<file path="config.mk">
export PLATFORM = sky130hd
export DESIGN_NAME = spi_mem_loader
export DESIGN_NICKNAME = d
export VERILOG_FILES = /design/src/rtl/spi_mem_loader.sv
export SDC_FILE = /design/constraint.sdc
export NUM_CORES = 1
export LEC_CHECK = 0
export CORE_ASPECT_RATIO = 1.4
export CORE_MARGIN = 2
export CORE_UTILIZATION = 55
export CTS_BUF_LIST = sky130_fd_sc_hd__clkbuf_8
export CTS_CLUSTER_SIZE = 24
export DETAILED_ROUTE_END_ITERATION = 12
export PLACE_DENSITY = 0.81
export SETUP_SLACK_MARGIN = 0.2
export SYNTH_ARGS = -nofsm -noshare
export SYNTH_HDL_FRONTEND = slang
export SYNTH_SLANG_ARGS = --single-unit
</file>
<file path="constraint.sdc">
create_clock -name clk -period 6.42 [get_ports clk]
set_input_delay 1.284 -clock clk [delete_from_list [all_inputs] [get_ports clk]]
set_output_delay 1.284 -clock clk [all_outputs]
set_load 0.005 [all_outputs]
</file>
<file path="src/rtl/spi_mem_loader.sv">
// spi_mem_loader
//   Serial loader that fills an instruction or data memory from a simple
//   select/mosi stream while the processor is held in load mode.
//
//   Parameters
//     ADDR_W     memory address width, depth 2^ADDR_W words
//     DATA_W     word width, also bits per serial word (must be >= 2)
//
//   Ports
//     clk        system clock, all state changes on rising edge
//     rst_n      asynchronous active-low reset
//     proc_en    1 = processor may run, 0 = load mode
//     csi        active-low select, instruction memory target
//     csd        active-low select, data memory target
//     mosi       serial data, MSB first, sampled every clk edge
//     imem_we    one-cycle write strobe, instruction memory
//     dmem_we    one-cycle write strobe, data memory
//     mem_addr   write address shared by both memories
//     mem_wdata  write data shared by both memories
//     proc_run   registered processor run enable
//     busy       high while in a load state
//     overflow   sticky, a word completed after the last address was written
//     sel_err    sticky, both selects were seen low together
module spi_mem_loader #(
    parameter int ADDR_W = 4,
    parameter int DATA_W = 8
) (
    input  logic              clk,
    input  logic              rst_n,
    input  logic              proc_en,
    input  logic              csi,
    input  logic              csd,
    input  logic              mosi,
    output logic              imem_we,
    output logic              dmem_we,
    output logic [ADDR_W-1:0] mem_addr,
    output logic [DATA_W-1:0] mem_wdata,
    output logic              proc_run,
    output logic              busy,
    output logic              overflow,
    output logic              sel_err
);

    localparam logic [1:0] IDLE   = 2'd0;
    localparam logic [1:0] LOAD_I = 2'd1;
    localparam logic [1:0] LOAD_D = 2'd2;
    localparam logic [1:0] ERR    = 2'd3;

    localparam int CNT_W = (DATA_W > 2) ? $clog2(DATA_W) : 1;
    localparam logic [CNT_W-1:0]  LAST_BIT  = CNT_W'(DATA_W - 1);
    localparam logic [ADDR_W-1:0] LAST_ADDR = {ADDR_W{1'b1}};

    logic [1:0]        state;
    logic [1:0]        state_nxt;
    logic [CNT_W-1:0]  bit_cnt;
    // Only DATA_W-1 bits are held; the final bit comes straight from mosi.
    logic [DATA_W-2:0] shreg;
    logic [DATA_W-1:0] word_nxt;
    // Set once the top address has been written; further words overflow.
    logic              addr_full;
    logic              both_low;
    logic              entry;
    logic              shifting;
    logic              word_done;
    logic              load_nxt;

    assign both_low = !csi && !csd;
    assign word_nxt = {shreg, mosi};

    always_comb begin
        state_nxt = state;
        case (state)
            IDLE: begin
                // With proc_en high every select pattern is ignored,
                // including the both-low error pattern.
                if (!proc_en) begin
                    if (both_low)  state_nxt = ERR;
                    else if (!csi) state_nxt = LOAD_I;
                    else if (!csd) state_nxt = LOAD_D;
                end
            end
            LOAD_I: begin
                if (both_low) state_nxt = ERR;
                else if (csi) state_nxt = IDLE;  // covers a direct switch to csd
            end
            LOAD_D: begin
                if (both_low) state_nxt = ERR;
                else if (csd) state_nxt = IDLE;
            end
            default: begin
                if (csi && csd) state_nxt = IDLE;
            end
        endcase
    end

    assign load_nxt  = (state_nxt == LOAD_I) || (state_nxt == LOAD_D);
    assign entry     = (state == IDLE) && load_nxt;
    // Bits are taken only while staying in the same load state; any exit
    // (deselect, switch, error) drops the partial word.
    assign shifting  = (state != IDLE) && (state != ERR) && (state_nxt == state);
    assign word_done = shifting && (bit_cnt == LAST_BIT);

    always_ff @(posedge clk or negedge rst_n) begin
        if (!rst_n) begin
            state     <= IDLE;
            bit_cnt   <= '0;
            shreg     <= '0;
            addr_full <= 1'b0;
            imem_we   <= 1'b0;
            dmem_we   <= 1'b0;
            mem_addr  <= '0;
            mem_wdata <= '0;
            proc_run  <= 1'b0;
            busy      <= 1'b0;
            overflow  <= 1'b0;
            sel_err   <= 1'b0;
        end else begin
            state    <= state_nxt;
            busy     <= load_nxt;
            proc_run <= proc_en && (state == IDLE);
            imem_we  <= 1'b0;
            dmem_we  <= 1'b0;

            // Address advances in the cycle after a strobe, and sticks at
            // the top once that address has been written.
            if ((imem_we || dmem_we) && !addr_full)
                mem_addr <= mem_addr + ADDR_W'(1);

            if (entry) begin
                // The entry edge already samples the MSB.
                bit_cnt   <= CNT_W'(1);
                shreg     <= (DATA_W-1)'(mosi);
                mem_addr  <= '0;
                addr_full <= 1'b0;
                overflow  <= 1'b0;
                sel_err   <= 1'b0;
            end else if (shifting) begin
                if (word_done) begin
                    bit_cnt <= '0;
                    shreg   <= '0;
                    if (addr_full) begin
                        overflow <= 1'b1;
                    end else begin
                        imem_we   <= (state == LOAD_I);
                        dmem_we   <= (state == LOAD_D);
                        mem_wdata <= word_nxt;
                        if (mem_addr == LAST_ADDR)
                            addr_full <= 1'b1;
                    end
                end else begin
                    bit_cnt <= bit_cnt + CNT_W'(1);
                    shreg   <= word_nxt[DATA_W-2:0];
                end
            end else begin
                bit_cnt <= '0;
                shreg   <= '0;
                if (state_nxt == ERR)
                    sel_err <= 1'b1;
            end
        end
    end

endmodule

</file>
==> impl_metrics.yaml <==
placement:
  place_hpwl_um: 2034
  place.gp.congestion: 0.8393
  placedCellCount: 185
  io_buffers: 23
  postPlaceCellArea_um2: 1800
final_layout:
  layout_common_cells: "dfrtp_1, clkdlybuf4s50_1, and2_1"
  multiInputGateArea_um2: 719.4
  finalNetCount: 170
  finalNonFillerCells: 193
  drive_gt1_share_pct: 15.92
  fill_cells: 189
  area_growth_pct: 22.11
  final_area_um2: 1901
  layout_commonest_cell: "dfrtp_1"
  register_area_um2: 775.7
  diodes: 0
logic_synthesis:
  ys_seq_area_share_pct: 49.84
  synthMuxAreaShare_pct: 7.717
  async_flop_share_pct: 100.0
  synth-seq-cells: 31
  synth_compound_area_share_pct: 16.48
  synth_flop_cell: "dfrtp_1"
  synth_nets: 143
  synth_edf_count: 0
  synth_warnings: 0
  synth_cell_types: 37
  synth_area_um2: 1556
  synth_fa_ha_area_share_pct: 6.431
  synthSimpleGateAreaFrac_pct: 13.91
  syn_inst: 129
  syn_area_per_cell_um2: 12.07
  synth_top_family_by_area: "compound AO/OA/AOI/OAI gates"
  synth-xor-area-share_pct: 1.688
worst_setup_path:
  max_stage_delay_ps: 600
  ff2ff_path_depth: 11
  arrival_ps: 4260
  path_cells: "clkdlybuf4s50_1 > or2_4 > a21oi_1 > or2_2 > a31oi_1 > ha_1 > and2_1 > nor3_1 > nand3_1 > a21o_1 > mux2_4"
  crit_buf_inv: 1
  crit_path_top_delay_cell: "clkdlybuf4s50_1"
  crit_required_ps: 6590
  critPathCaptureType: "register"
  critPathLaunchType: "input port"
  crit_fanout: 10
  cpLargestDelayFamily: "simple AND/OR/NAND/NOR gates"
  worst-path-stages: 11
  critical_path_class: "input port to register"
sta:
  finalCritPeriodShare_pct: 63.79
  tightest_slew_ps: 540.2
  final-setup-viol-count: 0
  fin_skew_ps: 6.362
  tns_ps: 0
  fmax_ghz: 0.2442
  rsz0062_at_grt: "false"
  final_max_slew_viol_count: 0
  max-slew-margin-rel_pct: 63.99
  period_needed_ps: 4095
  finalHoldViolCount: 0
floorplan:
  fp.dieW_um: 48.96
  fp-row-count: 22
  io-pin-count: 24
  die_area_um2: 3278
  core-area_um2: 2670
  start_util_pct: 58.29
  die_y_um: 66.95
clock_tree:
  cts_made_buffers: 5
  clk_pin_slew_ps: 60
  h-tree-depth: 2
  clock_latency_ps: 280
  cts_setup_buffers: 0
  cts_resized: 0
  cts_sinks: 31
  root_buffer: "clkbuf_8"
  cts_tree: "yes"
  clk_path_buf_depth: 2
  ctsHoldBuffers: 0
power_and_ir_drop:
  p_leak_nw: 0.9013
  p_clk_share_pct: 24.2
  p_int_mw: 0.4248
  power_density_nw_per_um2: 354.8
  pwr-share-comb_pct: 39.9
  irDropWorstVdd_mv: 0.2415
  pwr-share-seq_pct: 35.9
  switching_power_mw: 0.2496
  p_sw_share_pct: 37.02
global_route:
  grt_usage_pct: 20.84
  first_global_vias: 1066
  antenna_found_initial: 0
  grt_pass1_wl_um: 4954
  grt_overflow: 0
  grt_max_degree: 32
detailed_routing:
  drtPass1Iterations: 4
  ant_nets: 0
  wl_per_cell_um: 15.10
  vias_per_cell: 5.466
  routed_wl_um: 2914
  drc_errors: 0
  vias: 1055
  dr.first_iter.drc_count: 28
worst_hold_path:
  hold_depth: 1
  worstHoldPathType: "register to register"
run:
  drv_cap: 0
run_status:
  outcome: "finished, final reports clean"
[cell families after synthesis]
group,after synthesis
DFF,31
AOI/OAI and AO/OA,27
muxes,8
xor gates and xnor gates,3
adders and majority gates,8
buffers and inverters,10
and+or+nand+nor,42
[worst paths after layout]
check / from / end / slack (ps)
setup / recovery: csd / mem_wdata[5]$_DFFE_PN0P_ / 2320
hold / removal: shreg[6]$_DFF_PN0_ / mem_wdata[7]$_DFFE_PN0P_ / 490
setup reg to reg: state[1]$_DFF_PN0_ / mem_wdata[5]$_DFFE_PN0P_ / 3090
hold reg to reg: shreg[6]$_DFF_PN0_ / mem_wdata[7]$_DFFE_PN0P_ / 490
max in group asynchronous: rst_n / mem_addr[1]$_DFFE_PN0P_ / 4750
min in group asynchronous: rst_n / proc_run$_DFF_PN0_ / 1380
[per-stage QoR]
step | util [%] | setup WS, ps | total power, mW | hold slack (ps)
final | 71.18 | 2325 | 0.6744 | 493.1
after floorplan | - | 2896 | 0.4478 | 453.7
after detailed placement | 67.43 | 2047 | 0.5111 | 475.8
after CTS | 71.18 | 2320 | 0.6825 | 496.4
after global placement | 67.43 | 2087 | 0.4998 | 460.3
after global routing | 71.18 | 2134 | 0.7222 | 504.6
[flip-flops by register name, indices dropped and copies added (netlist names)]
signal     count
proc_run       1
imem_we        1
mem_wdata      8
addr_full      1
mem_addr       4
sel_err        1
overflow       1
bit_cnt        3
dmem_we        1
busy           1
state          2
shreg          7
[worst register-to-register path, cell delays in order, from the launching register on]
cell,delay (ps)
dfrtp_1,480
inv_1,160
ha_1,290
nand2b_1,140
or2_2,320
a31oi_1,230
ha_1,290
and2_1,270
nor3_1,200
nand3_1,90
a21o_1,360
mux2_4,380
[power by group through the flow]
stage               registers, mW  clock network (mW)  logic, mW
floorplan                   0.240                   0      0.208
global placement            0.243                   0      0.256
detailed placement          0.245                   0      0.266
finish                      0.242               0.163      0.269
CTS                         0.243               0.168      0.272
global route                0.245               0.176      0.301
[Yosys cell counts (2+ instances only)]
| cell | instances | area, µm² |
|---|---|---|
| a21oi_1 | 5 | 25.02 |
| o21bai_1 | 2 | 15.01 |
| xor2_1 | 2 | 17.52 |
| ha_1 | 8 | 100.1 |
| a21o_1 | 2 | 15.01 |
| nand4_1 | 2 | 12.51 |
| inv_1 | 6 | 22.52 |
| nor3_1 | 2 | 10.01 |
| buf_6 | 3 | 33.78 |
| a22o_1 | 2 | 17.52 |
| o21bai_4 | 2 | 37.54 |
| dfrtp_1 | 31 | 775.7 |
| o21ai_0 | 2 | 10.01 |
| and2_1 | 10 | 62.56 |
| a211oi_1 | 2 | 15.01 |
| nand2_1 | 8 | 30.03 |
| nand3_1 | 4 | 20.02 |
| mux2_4 | 8 | 120.1 |
| nor2_1 | 9 | 33.78 |
| nand2b_1 | 2 | 12.51 |
[routing by layer]
metal	GRT usage [%]	wire length [µm]	vias to the layer above
met5	0	0	-
li1	-	-	503
met1	23.56	1236	524
met2	35.79	1510	23
met4	10.71	61	0
met3	6.054	106	5
[layout make-up]
class / count / share of cell area (%)
flip-flops and latches: 31 / 40.82
clock buffers: 7 / 5.069
inverters: 6 / 1.185
clock inverters: 1 / 0.1975
multi-input cells: 88 / 37.85
well taps: 36 / 2.370
repair buffers: 24 / 12.51
(Power assumes the default switching activity.)
